===== src/rtl/noc_fifo.sv =====
// Single-clock flit FIFO for NoC router ports: circular buffer, registered read data,
// occupancy flags straight off the count register, and sticky overflow/underflow.
module noc_fifo #(
    parameter int DATA_W    = 8,
    parameter int DEPTH     = 8,
    parameter int AFULL_LVL = DEPTH - 2,
    localparam int CW       = $clog2(DEPTH) + 1
) (
    input  logic              clk,
    input  logic              rst,
    input  logic              write,
    input  logic [DATA_W-1:0] data_in,
    input  logic              read,
    output logic [DATA_W-1:0] data_out,
    output logic              valid_out,
    output logic              full,
    output logic              empty,
    output logic              almost_full,
    output logic [CW-1:0]     count,
    output logic              overflow,
    output logic              underflow
);

    localparam int AW = $clog2(DEPTH);

    logic [DATA_W-1:0] mem [DEPTH];
    logic [AW-1:0]     wr_ptr;
    logic [AW-1:0]     rd_ptr;
    logic              wr_ok;
    logic              rd_ok;

    // A write into a full FIFO is still accepted when a read frees the oldest slot on the same edge.
    assign wr_ok = write && (!full || read);
    assign rd_ok = read && !empty;

    assign empty       = (count == CW'(0));
    assign full        = (count == CW'(DEPTH));
    assign almost_full = (count >= CW'(AFULL_LVL));

    // Storage is deliberately left out of reset; an entry is only read after it was written.
    always_ff @(posedge clk) begin
        if (wr_ok) begin
            mem[wr_ptr] <= data_in;
        end
    end

    always_ff @(posedge clk or negedge rst) begin
        if (!rst) begin
            wr_ptr <= '0;
            rd_ptr <= '0;
        end else begin
            if (wr_ok) begin
                wr_ptr <= wr_ptr + AW'(1);
            end
            if (rd_ok) begin
                rd_ptr <= rd_ptr + AW'(1);
            end
        end
    end

    always_ff @(posedge clk or negedge rst) begin
        if (!rst) begin
            count <= '0;
        end else begin
            unique case ({wr_ok, rd_ok})
                2'b10:   count <= count + CW'(1);
                2'b01:   count <= count - CW'(1);
                default: count <= count;
            endcase
        end
    end

    always_ff @(posedge clk or negedge rst) begin
        if (!rst) begin
            data_out  <= '0;
            valid_out <= 1'b0;
        end else begin
            valid_out <= rd_ok;
            if (rd_ok) begin
                data_out <= mem[rd_ptr];
            end
        end
    end

    // Error flags are sticky until reset; a simultaneous opposite request excuses the access.
    always_ff @(posedge clk or negedge rst) begin
        if (!rst) begin
            overflow  <= 1'b0;
            underflow <= 1'b0;
        end else begin
            if (write && full && !read) begin
                overflow <= 1'b1;
            end
            if (read && empty && !write) begin
                underflow <= 1'b1;
            end
        end
    end

endmodule


===== config.mk =====
export PLATFORM = sky130hd
export DESIGN_NAME = noc_fifo
export DESIGN_NICKNAME = d
export VERILOG_FILES = /design/src/rtl/noc_fifo.sv
export SDC_FILE = /design/constraint.sdc
export NUM_CORES = 1
export LEC_CHECK = 0
export ABC_AREA = 1
export CAP_MARGIN = 20
export CORE_UTILIZATION = 55
export DETAILED_ROUTE_END_ITERATION = 6
export GPL_ROUTABILITY_DRIVEN = 0
export PLACE_DENSITY = 0.76
export SYNTH_ARGS = -nofsm -noshare
export SYNTH_HDL_FRONTEND = slang
export SYNTH_SLANG_ARGS = --single-unit

===== constraint.sdc =====
create_clock -name clk -period 3.45 [get_ports clk]
set_input_delay 0.69 -clock clk [delete_from_list [all_inputs] [get_ports clk]]
set_output_delay 0.69 -clock clk [all_outputs]
set_load 0.02 [all_outputs]

==> flow_summary.toml <==
[status]
run_status = "completed"

[power]
ir_drop_mv = 0.5436
powerDensity_mw_per_mm2 = 860.8
p_leak_nw = 1.569
power_mw = 3.568

[global_routing]
globalRoute.totalOverflow = 0
grt_max_degree = 34
grt_pass1_vias = 2224
antenna_found_initial = 0
grtUsageTotal_pct = 20.74
grt_pass1_wl_um = 10760

[synth]
synth_top_family_by_area = "simple AND/OR/NAND/NOR gates"
synthAdderAreaFrac_pct = 1.703
synth.ff_latch_count = 85
synthDistinctLibCells = 29
synth_xor_area_share_pct = 1.431
yosysTopAreaCell = "edfxtp_1"
synthMuxAreaShare_pct = 0
synth-simple-area-share_pct = 18.84
avgSynthCellArea_sq_um = 11.74
synth_nets = 330
synth_area_leaders = "edfxtp_1, dfrtp_1, nor2_1"
synthFlopType = "edfxtp_1"
synth-compound-area-share_pct = 5.858
ys_warn_count = 0
ys_seq_area_share_pct = 66.62
synth-async-reset-ratio_pct = 24.71
syn_area_sq_mm = 0.003674
syn-instance-count = 313
synth_edf_count = 64
synth_top_area_share_pct = 52.32

[drt]
ant_nets = 0
wl_per_cell_um = 15.84
dr.pass1.iters = 4
maxUsedRoutingLayer = "met4"
via_count = 2272
vias_per_cell = 5.358
wl_met1_um = 3116
wl_met3_um = 359
postRouteWirelength_um = 6718
drt_iter0_markers = 182
wl_met2_um = 3092
post-route-drc-count = 0

[timing]
skew_ns = 0.007114
fin_hold_ws_ns = 0.4868
hold_viol = 0
slew_headroom_pct = 37.79
min_period_ns = 2.478
slew_violations = 0
timing.fmax_mhz = 403.6
tightest_slew_ns = 0.9303
fin_ws_ns = 0.9723
finalCritPeriodShare_pct = 71.82
finalSetupViolCount = 0
rsz0062_at_grt = "no"
tns_ns = 0

[placement]
dpl_cell_area_sq_mm = 0.003940
place_ws_ns = 0.7859
hpwl_um = 4685
port_buffers = 29

[clocking]
clock_path_buffers = 2
post_cts_buffers = 0
cts_buffers = 9
cts_resized = 0
clk_latency_ns = 0.36
cts_hold_buffers = 0
clkSlewWorstSetupHoldPaths_ns = 0.09
cts_tree = "built"
cts_sinks = 85
cts-root-buf = "clkbuf_8"
h-tree-depth = 3

[layout]
syn2layout_area_growth_pct = 12.84
post-route-cell-area_sq_mm = 0.004145
final_nets = 359
nFillCells = 492
diodes = 0
drive_above_1_share_pct = 14.41

[setup_path]
start_kind = "flip-flop"
worstPathArrival_ns = 1.79
cp_max_fo = 5
critPathRequiredTime_ns = 2.76
crit_type = "reg -> out"
end_kind = "output port"

[floorplanning]
core_sq_mm = 0.006386
pin_count = 30
die_w_um = 83.73
core.rowCount = 29
fp.dieH_um = 83.73
dieArea_sq_mm = 0.007010
initial_core_util_pct = 57.52

[job]
max_cap_violations = 0

[min_path]
hp-class = "reg -> reg"
## critical path: stages (launching register included)
cell	delay, ns
dfrtp_1	0.47
nor2_4	0.17
inv_1	0.05
nor3_1	0.12
clkdlybuf4s50_1	0.62
## placed cells by master, fill, tap and decap left out
cell type and count:
a21oi_1 1, a31o_2 1, buf_4 1, bufinv_16 1
clkbuf_8 9, clkdlybuf4s50_1 29, clkinv_1 1, clkinv_4 3
clkinvlp_4 1, dfrtp_1 21, edfxtp_1 64, ha_1 5
inv_1 13, inv_2 3, inv_4 2, inv_6 2
nand2_1 28, nand2_2 8, nand2_4 2, nand3_1 19
nand3_2 9, nand4_2 1, nor2_1 71, nor2_2 4
nor2_4 1, nor3_1 1, o21ai_0 37, o21ai_2 1
o21bai_1 1, or2_4 1, xnor2_1 2, xor2_1 4
## where the power goes
part	total [mW]	internal [mW]	switching [mW]
sequential	1.53	1.32	0.207
clock	0.715	0.343	0.372
combinational	1.32	0.518	0.804
## layout make-up
| class | instances | area (sq um) | share of cell area (%) |
|---|---|---|---|
| sequential | 85 | 2447 | 59.04 |
| multi-input combinational | 197 | 1022 | 24.66 |
| timing repair buffer | 30 | 297.8 | 7.184 |
| clock buffer | 9 | 123.9 | 2.988 |
| tap | 77 | 96.34 | 2.324 |
| clock inverter | 7 | 81.33 | 1.962 |
| inverter | 19 | 76.32 | 1.841 |
## cell usage after synthesis, types with 2 or more instances
cell,number
nand3_1,19
xor2_1,4
nor2_1,71
nand2_2,8
inv_2,3
xnor2_1,2
nor2_2,4
o21ai_0,37
inv_1,13
inv_4,2
nand3_2,9
nand2_1,28
edfxtp_1,64
ha_1,5
nand2_4,2
buf_2,2
buf_6,8
dfrtp_1,21
## per-layer routing
| metal | GRT usage, % | vias up |
|---|---|---|
| met5 | 0 | - |
| li1 | - | 1116 |
| met3 | 4.253 | 15 |
| met1 | 28.35 | 1073 |
| met2 | 31.41 | 68 |
| met4 | 11.09 | 0 |
## worst paths after layout
kind | start | to | slack [ns] | cells after the start
min in group asynchronous | rst | wr_ptr[2] | 0.84 | 1
max in group asynchronous | rst | valid_out | 2.03 | 1
setup reg to reg | count[0] | count[2] | 1.36 | 11
hold reg to reg | underflow | underflow | 0.49 | 1
setup / recovery | count[0] | full | 0.97 | 4
hold / removal | underflow | underflow | 0.49 | 1
## through the flow
stage | utilization, % | std cells
floorplan | - | 313
global placement | 61.70 | 408
detailed placement | 61.70 | 408
CTS | 64.91 | 424
global route | 64.91 | 424
finish | 64.91 | 424
## flip-flops by register name, indices dropped and copies added, names as in the netlist
| signal | flops |
|---|---|
| underflow | 1 |
| wr_ptr | 3 |
| mem | 64 |
| rd_ptr | 3 |
| count | 4 |
| overflow | 1 |
| data_out | 8 |
| valid_out | 1 |
## cells by family after synthesis
group                    after synthesis
adder cells (fa/ha/maj)                5
flip-flops                            85
XOR/XNOR                               6
AO/OA/AOI/OAI                         41
buffers and inverters                 31
AND/OR/NAND/NOR                      145
Power figures use the tool's default switching activity.
